`src/rtl/life_array_engine_if.sv`:
```
// rtl/life_array_engine_if.sv - sequencer strobes, seed port and display/status bundle for life_array_engine
interface life_array_engine_if #(
  parameter int N  = 8,
  parameter int RW = 3
);
  logic          write_array;
  logic          run;
  logic [1:0]    pos;
  logic          write_mem;
  logic          seed_we;
  logic [RW-1:0] seed_row;
  logic [N-1:0]  seed_data;
  logic          seed_ready;
  logic          busy;
  logic          disp_valid;
  logic [RW-1:0] disp_row;
  logic [N-1:0]  disp_data;
  logic          gen_tick;
  logic [15:0]   gen_count;

  modport master (
    output write_array, run, pos, write_mem, seed_we, seed_row, seed_data,
    input  seed_ready, busy, disp_valid, disp_row, disp_data, gen_tick, gen_count
  );

  modport slave (
    input  write_array, run, pos, write_mem, seed_we, seed_row, seed_data,
    output seed_ready, busy, disp_valid, disp_row, disp_data, gen_tick, gen_count
  );
endinterface

```
`src/rtl/life_array_engine.sv`:
```
// rtl/life_array_engine.sv - toroidal Game of Life engine: banded next-gen compute, band display, whole-board commit
module life_array_engine #(
  parameter int N  = 8,
  parameter int RW = 3
) (
  input  logic               clk,
  input  logic               reset,
  life_array_engine_if.slave bus
);
  localparam int Q = N / 4;

  typedef enum logic {S_IDLE, S_CALC} state_t;

  state_t        r_state;
  state_t        w_state_next;
  logic [N-1:0]  r_cur [N];
  logic [N-1:0]  r_nxt [N];
  logic [3:0]    r_done_mask;
  logic [1:0]    r_band;
  logic [RW-1:0] r_row;
  logic          r_disp_valid;
  logic [RW-1:0] r_disp_row;
  logic [RW-1:0] r_disp_cnt;
  logic          r_gen_tick;
  logic [15:0]   r_gen_count;

  logic          w_busy;
  logic          w_calc_last;
  logic          w_commit;
  logic          w_seed;
  logic [RW-1:0] w_calc_row;
  logic [RW-1:0] w_up;
  logic [RW-1:0] w_dn;
  logic [N-1:0]  w_next_row;

  function automatic logic [N-1:0] f_life(input logic [N-1:0] a, input logic [N-1:0] m,
                                          input logic [N-1:0] b);
    logic [N-1:0] res;
    logic [3:0]   cnt;
    int           l;
    int           r;
    for (int c = 0; c < N; c++) begin
      l      = (c + N - 1) % N;
      r      = (c + 1) % N;
      cnt    = {3'b0, a[l]} + {3'b0, a[c]} + {3'b0, a[r]} +
               {3'b0, m[l]} + {3'b0, m[r]} +
               {3'b0, b[l]} + {3'b0, b[c]} + {3'b0, b[r]};
      res[c] = (cnt == 4'd3) | (m[c] & (cnt == 4'd2));
    end
    return res;
  endfunction

  assign w_busy     = (r_state == S_CALC);
  assign w_calc_row = RW'(r_band) * RW'(Q) + r_row;
  assign w_up       = (w_calc_row == '0) ? RW'(N - 1) : w_calc_row - 1'b1;
  assign w_dn       = (w_calc_row == RW'(N - 1)) ? '0 : w_calc_row + 1'b1;
  assign w_next_row = f_life(r_cur[w_up], r_cur[w_calc_row], r_cur[w_dn]);

  // Commit outranks a same-cycle seed write; both are blocked while a band is computing.
  assign w_commit = bus.write_mem & (bus.pos == 2'd3) & (r_done_mask == 4'hF) & ~w_busy;
  assign w_seed   = bus.seed_we & ~w_busy & ~w_commit;

  assign bus.busy       = w_busy;
  assign bus.seed_ready = ~w_busy;
  assign bus.disp_valid = r_disp_valid;
  assign bus.disp_row   = r_disp_row;
  assign bus.disp_data  = r_disp_valid ? r_cur[r_disp_row] : '0;
  assign bus.gen_tick   = r_gen_tick;
  assign bus.gen_count  = r_gen_count;

  always_ff @(posedge clk or negedge reset) begin
    if (!reset) r_state <= S_IDLE;
    else        r_state <= w_state_next;
  end

  always_comb begin
    w_state_next = r_state;
    w_calc_last  = 1'b0;
    case (r_state)
      S_IDLE: if (bus.run) w_state_next = S_CALC;
      S_CALC: if (r_row == RW'(Q - 1)) begin
        w_state_next = S_IDLE;
        w_calc_last  = 1'b1;
      end
    endcase
  end

  always_ff @(posedge clk or negedge reset) begin
    if (!reset) begin
      for (int i = 0; i < N; i++) begin
        r_cur[i] <= '0;
        r_nxt[i] <= '0;
      end
      r_done_mask <= '0;
      r_band      <= '0;
      r_row       <= '0;
      r_gen_tick  <= 1'b0;
      r_gen_count <= '0;
    end else begin
      r_gen_tick <= w_commit;
      if (r_state == S_IDLE && bus.run) begin
        r_band <= bus.pos;
        r_row  <= '0;
      end
      if (w_busy) begin
        r_nxt[w_calc_row] <= w_next_row;
        r_row             <= r_row + 1'b1;
      end
      if (w_commit) begin
        for (int i = 0; i < N; i++) r_cur[i] <= r_nxt[i];
        r_done_mask <= '0;
        r_gen_count <= r_gen_count + 16'd1;
      end else if (w_seed) begin
        r_cur[bus.seed_row] <= bus.seed_data;
        r_done_mask         <= '0;
      end else if (w_calc_last) begin
        r_done_mask[r_band] <= 1'b1;
      end
    end
  end

  // A fresh write_array always restarts the stream, even mid-band.
  always_ff @(posedge clk or negedge reset) begin
    if (!reset) begin
      r_disp_valid <= 1'b0;
      r_disp_row   <= '0;
      r_disp_cnt   <= '0;
    end else if (bus.write_array) begin
      r_disp_valid <= 1'b1;
      r_disp_row   <= RW'(bus.pos) * RW'(Q);
      r_disp_cnt   <= '0;
    end else if (r_disp_valid) begin
      if (r_disp_cnt == RW'(Q - 1)) begin
        r_disp_valid <= 1'b0;
      end else begin
        r_disp_row <= r_disp_row + 1'b1;
        r_disp_cnt <= r_disp_cnt + 1'b1;
      end
    end
  end
endmodule

```
`src/flat_wrapper.sv`:
```
// flat-port wrapper written by rule: the top's interface ports become plain ports
module life_array_engine_flat 
#(
  parameter int N  = 8,
  parameter int RW = 3
)
  (clk, reset, bus_write_array, bus_run, bus_pos, bus_write_mem, bus_seed_we, bus_seed_row, bus_seed_data, bus_seed_ready, bus_busy, bus_disp_valid, bus_disp_row, bus_disp_data, bus_gen_tick, bus_gen_count);
  life_array_engine_if #(.N(N), .RW(RW)) bus_i ();
  input  logic clk;
  input  logic reset;
  input wire logic [$bits(bus_i.write_array)-1:0] bus_write_array;
  input wire logic [$bits(bus_i.run)-1:0] bus_run;
  input wire logic [$bits(bus_i.pos)-1:0] bus_pos;
  input wire logic [$bits(bus_i.write_mem)-1:0] bus_write_mem;
  input wire logic [$bits(bus_i.seed_we)-1:0] bus_seed_we;
  input wire logic [$bits(bus_i.seed_row)-1:0] bus_seed_row;
  input wire logic [$bits(bus_i.seed_data)-1:0] bus_seed_data;
  output wire logic [$bits(bus_i.seed_ready)-1:0] bus_seed_ready;
  output wire logic [$bits(bus_i.busy)-1:0] bus_busy;
  output wire logic [$bits(bus_i.disp_valid)-1:0] bus_disp_valid;
  output wire logic [$bits(bus_i.disp_row)-1:0] bus_disp_row;
  output wire logic [$bits(bus_i.disp_data)-1:0] bus_disp_data;
  output wire logic [$bits(bus_i.gen_tick)-1:0] bus_gen_tick;
  output wire logic [$bits(bus_i.gen_count)-1:0] bus_gen_count;
  assign bus_i.write_array = bus_write_array;
  assign bus_i.run = bus_run;
  assign bus_i.pos = bus_pos;
  assign bus_i.write_mem = bus_write_mem;
  assign bus_i.seed_we = bus_seed_we;
  assign bus_i.seed_row = bus_seed_row;
  assign bus_i.seed_data = bus_seed_data;
  assign bus_seed_ready = bus_i.seed_ready;
  assign bus_busy = bus_i.busy;
  assign bus_disp_valid = bus_i.disp_valid;
  assign bus_disp_row = bus_i.disp_row;
  assign bus_disp_data = bus_i.disp_data;
  assign bus_gen_tick = bus_i.gen_tick;
  assign bus_gen_count = bus_i.gen_count;
  life_array_engine #(.N(N), .RW(RW)) u_core (.clk(clk), .reset(reset), .bus(bus_i));
endmodule
```
`config.mk`:
```
export PLATFORM = sky130hd
export DESIGN_NAME = life_array_engine_flat
export DESIGN_NICKNAME = d
export VERILOG_FILES = /design/src/rtl/life_array_engine_if.sv /design/src/rtl/life_array_engine.sv /design/src/flat_wrapper.sv
export SDC_FILE = /design/constraint.sdc
export NUM_CORES = 1
export LEC_CHECK = 0
export BUFFER_PORTS_ARGS = -buffer_cell sky130_fd_sc_hd__buf_2
export CORE_MARGIN = 2
export CORE_UTILIZATION = 50
export DETAILED_ROUTE_END_ITERATION = 8
export PLACE_DENSITY = 0.66
export SLEW_MARGIN = 40
export SYNTH_ARGS = -nofsm -noshare
export SYNTH_HDL_FRONTEND = slang
export SYNTH_SLANG_ARGS = --single-unit
```
`constraint.sdc`:
```
create_clock -name clk -period 8.5 [get_ports clk]
set_input_delay 2.55 -clock clk [delete_from_list [all_inputs] [get_ports clk]]
set_output_delay 2.55 -clock clk [all_outputs]
set_load 0.03 [all_outputs]
```
# After elaboration in Yosys (flattened, before gate mapping)
# Index checks and enable logic that the tools add are counted.
# totals
reg_bits	162
out_inout_bits	31
inputBits	19
# classes
n_addsub	63
mux	44
bitwise_logic	29
n_eq_ne	22
magnitude_cmp	9
n_reduce_logical	10
# ops
op	n
4-bit by 1-bit adder with 4-bit output	48
64-bit bitwise mux	2
64-bit 2-to-1 mux	2
8-bit binary-select mux with 3-bit select	4
8-bit 2-to-1 mux	11
4-bit by 2-bit equality test with 1-bit output (second input constant)	16
8-bit demux with 3-bit select	2
3-bit 2-to-1 mux	10
4-bit greater-or-equal comparator (second input constant)	5
3-bit NOT with 4-bit output	5
1-bit by 1-bit adder with 2-bit output	8
16-bit by 1-bit adder with 16-bit output (second input constant)	1
1-bit bitwise AND	13
3-bit by 1-bit adder with 3-bit output (second input constant)	4
4-bit 2-to-1 mux	3
4-bit by 1-bit < comparator with 1-bit output (second input constant)	2
1-bit 2-to-1 mux	8
1-bit OR	8
3-bit by 1-bit equality test with 1-bit output (second input constant)	2
2-bit nonzero test	3
4-bit equality test (second input constant)	1
1-bit logical AND	4
4-bit OR	1
3-bit adder	1
other kinds (12)	13

# Longest topological paths before layout
# logic_depth
ltp_word	18
mapped_depth	22
mapped_depth_nobuf	19

# Least setup slack after synthesis
# No wires, ideal clock.
# synth_path
path_kind	register -> register
start	register u_core.r_band[0]
end	register u_core.r_nxt[21] (netlist bit)
period_less_slack_ps	5917
slack_ps	2583
stages_incl_launch_ff	21
arrival_ps	5851
n_path_buf	4
t_required_ps	8434
path_cell_list	dfrtp_1 ha_1 clkbuf_1 clkbuf_1 inv_1 ha_1 clkbuf_1 clkbuf_1 mux4_2 inv_1 ha_1 fa_1 xor2_1 ha_1 inv_1 fa_1 fa_1 nor2_1 nand3_1 a221oi_2 mux2_2
# synth_between
elab_chain_cells	18
elab_cells_between_ends	36
# synth_lines
item	line	text
from (decl)	life_array_engine.sv:19	logic [1:0] r_band;
from (signal assigned)	life_array_engine.sv:102	r_band <= bus.pos;
3-bit adder *	life_array_engine.sv:54	assign w_calc_row = RW'(r_band) * RW'(Q) + r_row;
3-bit by 1-bit subtractor with 3-bit output or 3-bit zero test (tied branches)	life_array_engine.sv:55	assign w_up = (w_calc_row == '0) ? RW'(N - 1) : w_calc_row - 1'b1;
3-bit 2-to-1 mux	life_array_engine.sv:55	
3-bit NOT with 4-bit output (implied by the code)	life_array_engine.sv:57	assign w_next_row = f_life(r_cur[w_up], r_cur[w_calc_row], r_cur[w_dn]);
8-bit binary-select mux with 3-bit select	life_array_engine.sv:57	
8-bit 2-to-1 mux (implied by the code) (2 in series)	life_array_engine.sv:57	
1-bit by 1-bit adder with 2-bit output	life_array_engine.sv:45	cnt = {3'b0, a[l]} + {3'b0, a[c]} + {3'b0, a[r]} +
4-bit by 1-bit adder with 4-bit output (2 in series)	life_array_engine.sv:45	
4-bit by 1-bit adder with 4-bit output (2 in series)	life_array_engine.sv:46	{3'b0, m[l]} + {3'b0, m[r]} +
4-bit by 1-bit adder with 4-bit output (2 in series)	life_array_engine.sv:47	{3'b0, b[l]} + {3'b0, b[c]} + {3'b0, b[r]};
4-bit by 2-bit equality test with 1-bit output	life_array_engine.sv:48	res[c] = (cnt == 4'd3) | (m[c] & (cnt == 4'd2));
1-bit bitwise AND	life_array_engine.sv:48	
1-bit OR	life_array_engine.sv:48	
64-bit bitwise mux *	life_array_engine.sv:106	r_nxt[w_calc_row] <= w_next_row;
to (signal, indexed assignment)	life_array_engine.sv:106	
to (decl)	life_array_engine.sv:17	logic [N-1:0] r_nxt [N];
# Every way passes the cells marked *; elsewhere a longest branch is shown, timed or not. The select of a mux whose other input is x is not followed.
# A chain may end at the register's enable or synchronous reset.

# Final worst setup path
# layout_path
start	register u_core.r_band[0]
end	register u_core.r_nxt[27] (netlist bit)
# The elaborated chain is that of the path after synthesis.

==> impl_results.md <==
* Clk Latency, worst-skew pair at 440 ps
* Crit path largest cell delay at 610 ps
* RD Place Congestion at 0.903
* GRT Overall Usage at 24.5%
* PortBufs at 49
* Max cap viols at 0
* Crit-path leading delay family: adder cells
* Syn. warnings at 0
* Hold path cells at 1
* Antenna violations before repair at 0
* Cts hold-fix bufs at 0
* CTS root buf: clkbuf_16
* Final net count at 1,011
* Largest net degree at the start of global routing at 87
* Cells after Synth at 902
* Buf/Inv on CP at 5
* Vias at 7,161
* Die Ht at 148 microns
* First-pass GRT wire length at 40,400 microns
* Worst clock skew at 12.0 ps
* Synth Net Count at 988
* Total CTS buffers at 17
* # rows at 52
* Post-CTS Repair Setup Buffers at 0
* Top FF cell, synth: dfrtp_1
* Register bit count reported by yosys at 162
* CTS tree: yes
* Post-Synthesis Cell Area at 10,400 sq um
* H-Tree Depth at 4
* R2R setup slack at 2550 ps
* # IOs at 50
* Fill count at 1,772
* CTS sink count at 162
* Initial DRC count at 635
* Area Growth Syn to Fin at 10.4%
* CP startpoint: u_core.r_band[0]$_DFFE_PN0P_
* Detailed Route WL at 25,500 microns
* Syn Area/Cell at 11.5 sq um
* Start point of the worst hold path: u_core.bus.gen_count[15]$_DFFE_PN0P_
* Aggregate negative setup slack at 0 ps
* Final setup viols at 0
* Worst Path Required at 8840 ps
* Layout cells sized above 1 at 25.7%
* CP max FO at 25
* Multiplexer share of the synthesized area at 29.1%
* Avg WL per Cell at 21.1 microns
* RSZ-0062 raised after global routing: false
* Netlist cell types at 50
* Synth async-reset ratio at 100%
* R2r endpoint: u_core.r_nxt[27]$_DFFE_PN0P_
* Post-cts repair resize count at 0
* FMAX at 168 MHz
* Final period utilization at 70.0%
* Worst reg2reg path startpoint: u_core.r_band[0]$_DFFE_PN0P_
* Post-Layout Cell Count at 1,208
* DRC at 0
* ANT cells at 0
* Worst Max-Slew Pin Slew at 875 ps
* Synth Area in Simple Gates at 8.03%
* Largest family of logic cells by synthesized area: multiplexers
* Remaining Overflow, GRT at 0
* Final min period at 5950 ps
* Synth Area in Compound Gates at 6.69%
* Most frequent cells in the layout: dfrtp_1, nand2_1, mux2i_1
* Number of enable flip-flop cells after synthesis at 0
* DR vias/cell at 5.93
* Die X at 148 microns
* Placed cells at 1,176
* Nature of the critical path endpoint: flip-flop
* Post-DRT Antenna Nets at 0
* Hold Path Class: flip-flop to flip-flop
* Final slew viol count at 0
* Final hold viol count at 0
* Post-synthesis adder-cell area fraction at 10.2%
* Register area share after synthesis at 39.0%
* Status: completed
* Dpl hpwl at 18,100 microns
* CORE AREA at 20,300 sq um
* WHS Endpoint: u_core.bus.gen_count[15]$_DFFE_PN0P_
* WP data arrival at 6290 ps
* Vias in the first global route at 6,947
* Setup crit start kind: flip-flop
* Clock transition at path regs at 70 ps
* Post-synthesis xor/xnor area fraction at 2.41%
* Levels on crit path at 17
* Initial core utilization at 51.2%
* Critical path type: flip-flop to flip-flop
* Commonest non-fill, non-tap cell in the layout: dfrtp_1
* Clock tree buffer depth at 2
* Pre-antenna DRT Iters at 5
* Max-slew headroom at 41.7%
* Slowest library cell on the worst path: mux4_2
* Worst r2r path cells at 17
* Die area at 22,000 sq um
* CP cell instances: ha_1, buf_4, inv_1, ha_1, mux2i_4, mux4_2, ha_1, inv_1, fa_1, fa_1, inv_1, fa_1, inv_1, fa_1, a2111oi_0, o221ai_1, o21ai_0
-- worst max-delay path by stage --
stage	to	slack, ps
floorplan	u_core.r_nxt[21]$_DFFE_PN0P_	2580
global placement	u_core.r_nxt[18]$_DFFE_PN0P_	2720
detailed placement	u_core.r_nxt[18]$_DFFE_PN0P_	2490
CTS	u_core.r_nxt[10]$_DFFE_PN0P_	2490
global route	u_core.r_nxt[3]$_DFFE_PN0P_	2140
finish	u_core.r_nxt[27]$_DFFE_PN0P_	2550
-- cells in the mapped netlist, types with 4 or more instances --
master    count  area [sq um]
nand3b_1      5          37.5
mux2_2       82           923
a21oi_1       6          30.0
and3_1        4          25.0
buf_2        14          70.1
nor2b_1      12          75.1
mux2i_1      93           931
nor2_1       19          71.3
xnor2_1      13           114
fa_1         29           581
nand3_1      11          55.1
nand4_1       7          43.8
nor3b_1       4          30.0
mux4_2       48          1080
nand2_1     101           379
ha_1         38           475
inv_1        62           233
buf_1         7          26.3
dfrtp_1     162          4050
xor2_1       11          96.3
clkbuf_1     33           124
a21o_1        5          37.5
nand2b_1      5          31.3
o21ai_0      92           460
a211oi_1      5          37.5
-- sequential cells by signal, summed over array words and instances (netlist names) --
| signal | cells |
|---|---|
| u_core.r_done_mask | 4 |
| u_core.bus.gen_tick | 1 |
| u_core.r_disp_cnt | 3 |
| u_core.bus.disp_valid | 1 |
| u_core.bus.gen_count | 16 |
| u_core.r_cur | 64 |
| u_core.r_nxt | 64 |
| u_core.r_band | 2 |
| u_core.bus.busy | 1 |
| u_core.r_row | 3 |
| u_core.bus.disp_row | 3 |
-- kinds of logic after synthesis --
logic type | count (synthesis)
DFF | 162
muxes | 227
AOI/OAI and AO/OA | 121
adders and majority gates | 67
buffers and inverters | 119
xor gates and xnor gates | 26
and+or+nand+nor | 180
-- area by class of cell --
cell class / count / area (sq um) / area share (%)
Timing Repair Buffer: 61 / 355 / 3.10
Multi-Input combinational cell: 621 / 5900 / 51.4
Clock inverter: 14 / 164 / 1.43
Sequential cell: 162 / 4060 / 35.3
Inverter: 62 / 233 / 2.03
Tap cell: 270 / 338 / 2.94
Clock buffer: 18 / 439 / 3.83
-- per-stage QoR --
stage / hold slack (ps) / worst slack (ps) / instance area, sq um / utilization [%]
floorplan: 444 / 2580 / 10400 / -
global placement: 450 / 2720 / 10800 / 53.3
detailed placement: 460 / 2490 / 10900 / 53.5
CTS: 472 / 2490 / 11500 / 56.5
global route: 494 / 2140 / 11500 / 56.6
finish: 466 / 2550 / 11500 / 56.6
-- layer usage --
metal  vias up  GRT usage, %  part of all wire (%)
met1      3666          37.3                    47
li1       3248             -                     -
met3        28          4.60                   6.4
met2       219          36.1                    45
met4         0          6.71                   1.5
met5         -             0                     0
Power is left out: the tool's default activity adds up to more than one toggle a clock period on the data nets, which glitch-free logic cannot reach.
